**src/rtl/ipv4_checksum_gen.sv**
```systemverilog
// ipv4_checksum_gen: computes and inserts the IPv4 header checksum of a 20-byte header.
// Latency: accept at edge N -> hdr_out_valid after edge N + 10/WORDS_PER_CYCLE + 2.
// Backpressure: one header in flight; hdr_in_ready only in IDLE, result held in DONE until taken.
// Ports: clk/areset (async, active-high); hdr_in_valid/ready/data (160-bit header, byte 0 at [159:152]);
//        hdr_out_valid/ready/data (header with checksum in [79:64]), hdr_out_checksum,
//        hdr_out_ihl_err (byte 0 != 0x45), hdr_out_ttl_expired.
// Build option: define IPV4_CHECKSUM_GEN_TTL_DEC_EN to decrement TTL at capture and flag TTL <= 1.
// WORDS_PER_CYCLE legal values: 1, 2, 5, 10.
module ipv4_checksum_gen #(
  parameter int WORDS_PER_CYCLE = 1
) (
  input  logic         clk,
  input  logic         areset,
  input  logic         hdr_in_valid,
  output logic         hdr_in_ready,
  input  logic [159:0] hdr_in_data,
  output logic         hdr_out_valid,
  input  logic         hdr_out_ready,
  output logic [159:0] hdr_out_data,
  output logic [15:0]  hdr_out_checksum,
  output logic         hdr_out_ihl_err,
  output logic         hdr_out_ttl_expired
);

  localparam int NGRP = 10 / WORDS_PER_CYCLE;

  typedef enum logic [1:0] {IDLE, SUM, FOLD, DONE} state_t;

  state_t         state_q, state_d;
  logic [159:0]   hdr_q, hdr_d;
  logic [19:0]    acc_q, acc_d;
  logic [19:0]    grp_q, grp_d;
  logic [3:0]     cnt_q, cnt_d;
  logic [15:0]    chk_q, chk_d;
  logic           ihl_err_q, ihl_err_d;
  logic           ttl_exp_q, ttl_exp_d;
  logic           rdy_en_q;

  logic           accept;
  logic [19:0]    grp_sum;
  logic [7:0]     ttl_in, ttl_cap;
  logic           ttl_exp_cap;
  logic [16:0]    fold1;
  logic [15:0]    fold2;
  logic           unused_chk_field;

  // Word idx of the header (0 = bytes 0..1); the checksum word and out-of-range indices read as 0.
  function automatic logic [15:0] word_at(input logic [159:0] h, input int idx);
    logic [159:0] t;
    logic [15:0]  w;
    t = h << (16 * idx);
    w = '0;
    if (idx >= 0 && idx < 10 && idx != 5) w = t[159:144];
    return w;
  endfunction

  // The incoming checksum field is never used; output substitutes the computed value.
  assign unused_chk_field = ^{hdr_in_data[79:64], hdr_q[79:64]};

  // Ready is held off until the first edge after reset release.
  assign hdr_in_ready  = (state_q == IDLE) && rdy_en_q;
  assign accept        = hdr_in_valid && hdr_in_ready;
  assign hdr_out_valid = (state_q == DONE);

  assign hdr_out_data        = {hdr_q[159:80], chk_q, hdr_q[63:0]};
  assign hdr_out_checksum    = chk_q;
  assign hdr_out_ihl_err     = ihl_err_q;
  assign hdr_out_ttl_expired = ttl_exp_q;

  always_comb begin
    ttl_in = hdr_in_data[95:88];
`ifdef IPV4_CHECKSUM_GEN_TTL_DEC_EN
    ttl_cap     = (ttl_in == 8'd0) ? 8'd0 : ttl_in - 8'd1;
    ttl_exp_cap = (ttl_in <= 8'd1);
`else
    ttl_cap     = ttl_in;
    ttl_exp_cap = 1'b0;
`endif
  end

  // Group adder is registered (grp_q) so the W-wide tree stays off the accumulate path;
  // this costs one extra SUM cycle to drain the final group into acc_q.
  always_comb begin
    grp_sum = '0;
    for (int j = 0; j < WORDS_PER_CYCLE; j++) begin
      grp_sum = grp_sum + {4'd0, word_at(hdr_q, int'(cnt_q) * WORDS_PER_CYCLE + j)};
    end
  end

  // End-around carry fold; two steps cover every 20-bit accumulator value.
  assign fold1 = {1'b0, acc_q[15:0]} + {13'd0, acc_q[19:16]};
  assign fold2 = fold1[15:0] + {15'd0, fold1[16]};

  always_comb begin
    state_d   = state_q;
    hdr_d     = hdr_q;
    acc_d     = acc_q;
    grp_d     = grp_q;
    cnt_d     = cnt_q;
    chk_d     = chk_q;
    ihl_err_d = ihl_err_q;
    ttl_exp_d = ttl_exp_q;
    case (state_q)
      IDLE: begin
        if (accept) begin
          hdr_d     = {hdr_in_data[159:96], ttl_cap, hdr_in_data[87:0]};
          acc_d     = '0;
          grp_d     = '0;
          cnt_d     = '0;
          ihl_err_d = (hdr_in_data[159:152] != 8'h45);
          ttl_exp_d = ttl_exp_cap;
          state_d   = SUM;
        end
      end
      SUM: begin
        if (cnt_q != 4'd0) acc_d = acc_q + grp_q;
        if (int'(cnt_q) == NGRP) begin
          state_d = FOLD;
        end else begin
          grp_d = grp_sum;
          cnt_d = cnt_q + 4'd1;
        end
      end
      FOLD: begin
        chk_d   = ~fold2;
        state_d = DONE;
      end
      DONE: begin
        if (hdr_out_ready) state_d = IDLE;
      end
      default: state_d = IDLE;
    endcase
  end

  always_ff @(posedge clk or posedge areset) begin
    if (areset) begin
      state_q   <= IDLE;
      hdr_q     <= '0;
      acc_q     <= '0;
      grp_q     <= '0;
      cnt_q     <= '0;
      chk_q     <= '0;
      ihl_err_q <= 1'b0;
      ttl_exp_q <= 1'b0;
      rdy_en_q  <= 1'b0;
    end else begin
      state_q   <= state_d;
      hdr_q     <= hdr_d;
      acc_q     <= acc_d;
      grp_q     <= grp_d;
      cnt_q     <= cnt_d;
      chk_q     <= chk_d;
      ihl_err_q <= ihl_err_d;
      ttl_exp_q <= ttl_exp_d;
      rdy_en_q  <= 1'b1;
    end
  end

endmodule

```
**config.mk**
```make
export PLATFORM = sky130hd
export DESIGN_NAME = ipv4_checksum_gen
export DESIGN_NICKNAME = d
export VERILOG_FILES = /design/src/rtl/ipv4_checksum_gen.sv
export SDC_FILE = /design/constraint.sdc
export NUM_CORES = 1
export LEC_CHECK = 0
export CAP_MARGIN = 30
export CELL_PAD_IN_SITES_DETAIL_PLACEMENT = 1
export CELL_PAD_IN_SITES_GLOBAL_PLACEMENT = 1
export CORE_AREA = 2 2 114 227
export DETAILED_ROUTE_END_ITERATION = 10
export DIE_AREA = 0 0 116 229
export DONT_BUFFER_PORTS = 1
export HOLD_SLACK_MARGIN = 0.1
export PLACE_DENSITY = 0.86
export SLEW_MARGIN = 20
export SYNTH_ARGS = -nofsm -noshare
export SYNTH_HDL_FRONTEND = slang
export SYNTH_SLANG_ARGS = --single-unit
```
**constraint.sdc**
```tcl
create_clock -name clk -period 12.2 [get_ports clk]
set_clock_uncertainty 0.15 [all_clocks]
set_input_delay 1.22 -clock clk [delete_from_list [all_inputs] [get_ports clk]]
set_output_delay 1.22 -clock clk [all_outputs]
set_load 0.01 [all_outputs]
```
# Word-level counts from Yosys, hierarchy flattened
# Cells that the tools add are included.
# W data, S select, Z words.
[word_totals] ram_bits=0 reg_bits=224 in_bits=164 latch_bits=0 romBits=0 wordCells=51 memories=0 out_inout_bits=180
[classes] magnitude_cmp=2 n_addsub=4 n_mul=0 eq_ne=11 div_mod_pow=0 n_shift=1 reduce_logical=11 n_mux=13 n_bitwise=1
[ops] operator="$shl A160 B8 Y160" count=1
[ops] operator="$pmux W20 S2" count=2
[ops] operator="$mux W20" count=3
[ops] operator="$add A20 B20 Y20" count=1
[ops] operator="$add A16 B4 Y17" count=1
[ops] operator="$add A16 B1 Y16" count=1
[ops] operator="$mux W16" count=1
[ops] operator="$not A16 Y16" count=1
[ops] operator="$reduce_and A3 Y1" count=3
[ops] operator="$mux W4" count=2
[ops] operator="$ne A2 B2 Y1 const B" count=4
[ops] operator="$ne A8 B7 Y1 const B" count=1
[ops] operator="$pmux W2 S4" count=1
[ops] operator="$pmux W4 S2" count=1
[ops] operator="$mux W2" count=3
[ops] operator="$add A4 B1 Y4 const B" count=1
[ops] operator="$eq A2 B2 Y1 const B" count=2
[ops] operator="$eq A4 B4 Y1 const B" count=1
[ops] operator="$ge A4 B1 Y1 const B" count=1
[ops] operator="$logic_and A1 B1 Y1" count=4
[ops] operator="$lt A4 B4 Y1 const B" count=1
[ops] operator="$ne A4 B4 Y1 const B" count=1
[ops] operator="$reduce_bool A4 Y1" count=1
[ops] operator="$eq A2 B1 Y1 const B" count=1
[ops] operator="4 further kinds" count=4

# Logic depth before layout (Yosys ltp)
[logic_depth] ltp_word=6 depth_mapped=16 depth_no_buf=16

# Worst setup path before layout
# OpenSTA, ideal clock, no wires.
[synth_timing] path_type="flip-flop to flip-flop" startpoint="reg acc_q[16]" endpoint="reg chk_q[14], in the netlist hdr_out_checksum[14]" synth_period_minus_slack_ns=3.482 required_ns=11.913 path_stages_with_launch=17 setup_ns=0.137 path_slack_ns=8.718 n_path_buf=0 arrival_time_ns=3.195 cell_sequence="dfrtp_1 -> ha_1 -> inv_1 -> fa_1 -> nand2b_2 -> a21oi_1 -> nand2_1 -> nor2_1 -> ha_1 -> ha_1 -> and3_1 -> o2111ai_1 -> a2111oi_4 -> o311ai_2 -> nor4_2 -> xnor2_1 -> a21oi_1"
[synth_between] elab_chain_len=3
[synth_rtl] item="start, declared" line_no="31" source="logic [19:0] acc_q, acc_d;"
[synth_rtl] item="start signal, assigned" line_no="139" source="acc_q <= '0;"
[synth_rtl] item="start signal, assigned" line_no="149" source="acc_q <= acc_d;"
[synth_rtl] item="$add A16 B4 Y17" line_no="91" source="assign fold1 = {1'b0, acc_q[15:0]} + {13'd0, acc_q[19:16]};"
[synth_rtl] item="$add A16 B1 Y16" line_no="92" source="assign fold2 = fold1[15:0] + {15'd0, fold1[16]};"
[synth_rtl] item="$not A16 Y16" line_no="125" source="chk_d = ~fold2;"
[synth_rtl] item="end signal, assigned" line_no="152" source="chk_q <= chk_d;"
[synth_rtl] item="end, declared" line_no="34" source="logic [15:0] chk_q, chk_d;"
# Every way passes these cells.
# A chain may end at the register's enable or synchronous reset.

# Worst setup path in the final report
# Same ends and word-level chain as after synthesis.

==> impl_metrics.py <==
metrics = {
    "die": {
        "die_height_um": 229,
        "pin_count": 344,
        "rows": 82,
        "dieWidth_um": 116,
        "coreArea_um2": 24830,
        "initial_core_util_pct": 50.38,
        "dieArea_um2": 26560,
    },
    "route": {
        "drc": 0,
        "avgRoutedWirePerCell_um": 23.67,
        "drtAntennaViolNets": 0,
        "drt_iter0_markers": 522,
        "via_count": 9132,
        "wl_um": 36850,
        "detail_route.first_pass.iterations": 4,
        "viasPerCell": 5.865,
    },
    "synth": {
        "yosysUniqueCellTypes": 73,
        "avgSynthCellArea_um2": 8.966,
        "synth_commonest_cells": "nand2_1, dfrtp_1, buf_4, clkbuf_1, a21oi_1",
        "synth_most_common_cell": "nand2_1",
        "yosysSeqAreaShare_pct": 44.01,
        "synthArstFlopShare_pct": 100.0,
        "syn_area_um2": 12510,
        "syn-instance-count": 1395,
        "synth.top_cells.by_area": "dfrtp_1, nand2_1, buf_4, mux4_2, ha_1",
        "yosysTopAreaCell": "dfrtp_1",
        "synth-seq-cells": 220,
        "synth_top_cell_area_share_pct": 44.01,
        "synth_fp_nets": 1592,
        "ys.flop_type": "dfrtp_1",
        "ys_warn_count": 0,
        "synth_edf_count": 0,
    },
    "timing": {
        "clock.fmax_mhz": 248.8,
        "hold_violations": 0,
        "slew_viol_final": 0,
        "finalSetupTns_ns": 0,
        "rsz0062_at_grt": "no",
        "period_share_pct": 32.95,
        "finalCriticalPeriod_ns": 4.020,
        "slew_headroom_pct": 39.47,
        "worstMarginPinSlew_ns": 0.9080,
        "setup_viol": 0,
    },
    "placement": {
        "hpwl_um": 26870,
        "dp.cells": 1513,
        "gp_congestion": 0.9129,
        "port_buffers": 0,
    },
    "clocking": {
        "root_buffer": "clkbuf_16",
        "cts_buffers": 22,
        "clkSinkCount": 220,
        "h-tree-depth": 1,
        "clock_latency_ns": 0.53,
        "clkTransAtPathRegs_ns": 0.07,
        "postCtsSetupBuffers": 0,
        "postCtsHoldBufs": 0,
        "cts_buffer_depth": 3,
        "cts_tree": "yes",
        "post_cts_resized": 0,
    },
    "setup_path": {
        "worst-endpoint-arrival_ns": 4.28,
        "crit_family": "compound AO/OA/AOI/OAI gates",
        "path_cells": "ha_1, inv_1, fa_1, nand2b_2, a21oi_1, nand2_1, nor2_1, ha_1, ha_1, and3_1, o2111ai_1, a2111oi_4, o311ai_2, nor4_2, xnor2_1, a21oi_1",
        "cp_num_buf_inv": 1,
        "cpMostUsedCell": "ha_1",
        "cp.required_ns": 12.46,
        "crit_type": "flip-flop to flip-flop",
        "cp_slowest_stage_delay_ns": 0.46,
        "cpMaxStageDelayCell": "dfrtp_1",
        "cp-end-kind": "flip-flop",
        "cp_max_fo": 7,
        "worstSetupStartpointType": "flip-flop",
    },
    "pwr": {
        "powerDensity_nw_per_um2": 290.4,
        "p_int_mw": 2.007,
        "p_sw_mw": 1.602,
        "p_seq_share_pct": 45.5,
        "design_power_total_mw": 3.608,
        "pwr-share-comb_pct": 34.5,
        "swShare_pct": 44.39,
        "p_clk_share_pct": 20.0,
        "ir_drop_mv": 0.1538,
        "p_leak_nw": 5.891,
    },
    "layout": {
        "syn_to_final_growth_pct": -0.6599,
        "n_antenna_cell": 0,
        "drive_above_1_share_pct": 10.81,
        "stdcell_count": 1557,
        "nNetsFinal": 1402,
    },
    "grt": {
        "antenna_found_initial": 0,
        "first_global_vias": 10020,
        "grt_start_max_net_pins": 106,
        "grt_pass1_wl_um": 56420,
        "grt_overflow": 0,
        "grt_usage_pct": 27.40,
    },
    "hold_path": {
        "min_path_type": "flip-flop to flip-flop",
    },
    "job": {
        "drv_cap": 0,
    },
    "status": {
        "status": "finished clean",
    },
}
## power groups by stage
stage / clock network [mW] / logic [mW] / registers (mW)
3_5_place_dp: 0 / 1.23 / 1.65
5_1_grt: 0.768 / 1.38 / 1.69
6_report: 0.723 / 1.24 / 1.64
3_3_place_gp: 0 / 1.16 / 1.62
4_1_cts: 0.739 / 1.25 / 1.64
2_1_floorplan: 0 / 1.46 / 1.28
## layout make-up
cell class              instances  area (um2)
multi-input cells             925        5470
clock buffers                  28       603.1
inverters                      22       90.09
flip-flops and latches        220        5510
fillers                      2847       12400
repair buffers                 14       172.7
clock inverters                12       158.9
well taps                     336       420.4
## cells in the final DEF, fill, tap and decap left out, types with 4 or more instances in the layout
cell       Yosys  routed
a22o_1        16      16
mux4_2        32      32
a21o_1         8       8
ha_1          31      31
xor2_1        15      15
buf_4        162       9
o21ai_1        4       4
o31ai_1        5       5
and2_1         4       4
inv_1         21      20
dfrtp_1      220     218
o21ai_0       39      39
nand2_1      532     532
nor3_1         6       6
clkbuf_16      0      22
xnor2_1       18      18
nor2_1        29      28
mux2_2        21      21
nand4_1       10      10
or3_1          7       7
clkinv_2       0       4
nand3_1       13      12
a21oi_1       50      50
and3_1         7       6
nor2b_1        6       6
## flip-flops by register name, summed over array words and instances, names as in the netlist
| signal | flops |
|---|---|
| hdr_out_checksum | 16 |
| grp_q | 16 |
| rdy_en_q | 1 |
| cnt_q | 4 |
| acc_q | 20 |
| state_q | 2 |
| hdr_q | 160 |
| hdr_out_ihl_err | 1 |
## layer usage
metal	global-route usage [%]	part of all wire [%]
met2	48.17	52
met3	7.965	8.5
met4	12.17	5.0
met5	0	0
met1	29.98	35
## worst paths after layout
kind	slack, ns	depth (start not counted)	startpoint	endpoint
min	0.33	2	hdr_q[70]	hdr_q[70]
max	8.18	16	acc_q[16]	hdr_out_checksum[14]
min in group asynchronous	0.43	1	areset	hdr_out_checksum[5]
min reg2reg	0.33	2	hdr_q[70]	hdr_q[70]
max reg2reg	8.18	16	acc_q[16]	hdr_out_checksum[14]
max in group asynchronous	10.37	3	areset	hdr_q[37]
## through the flow
| step | hold slack, ns | util [%] | setup WS [ns] | area, um2 |
|---|---|---|---|---|
| after floorplan | 0.2909 | - | 4.809 | 12510 |
| after global placement | 0.3035 | 46.55 | 8.245 | 11560 |
| after detailed placement | 0.3124 | 46.66 | 8.159 | 11590 |
| after CTS | 0.3282 | 49.73 | 8.162 | 12350 |
| after global routing | 0.3496 | 50.05 | 7.893 | 12430 |
| final | 0.3258 | 50.05 | 8.180 | 12430 |
## worst reg2reg max path: cells and delay by family (launching register included)
family | cells | cell delay, ns
buffers and inverters | 1 | 0.07
and+or+nand+nor | 5 | 0.94
adders and majority gates | 4 | 1.02
xor gates and xnor gates | 1 | 0.15
DFF | 1 | 0.46
AOI/OAI and AO/OA | 5 | 1.10
## kinds of logic (layout without fill, tap and decap cells)
kind of cell	after synthesis	count (layout)	share of synthesized area, %
flops	220	220	44.01
buf+inv	250	76	12.45
fa+ha+maj	33	33	3.421
compound gates	165	165	8.963
xor+xnor	33	33	2.311
other cells	2	2	0.06004
simple gates	636	636	20.89
mux	56	56	7.892
No activity file was read; power rests on OpenSTA's default activity.
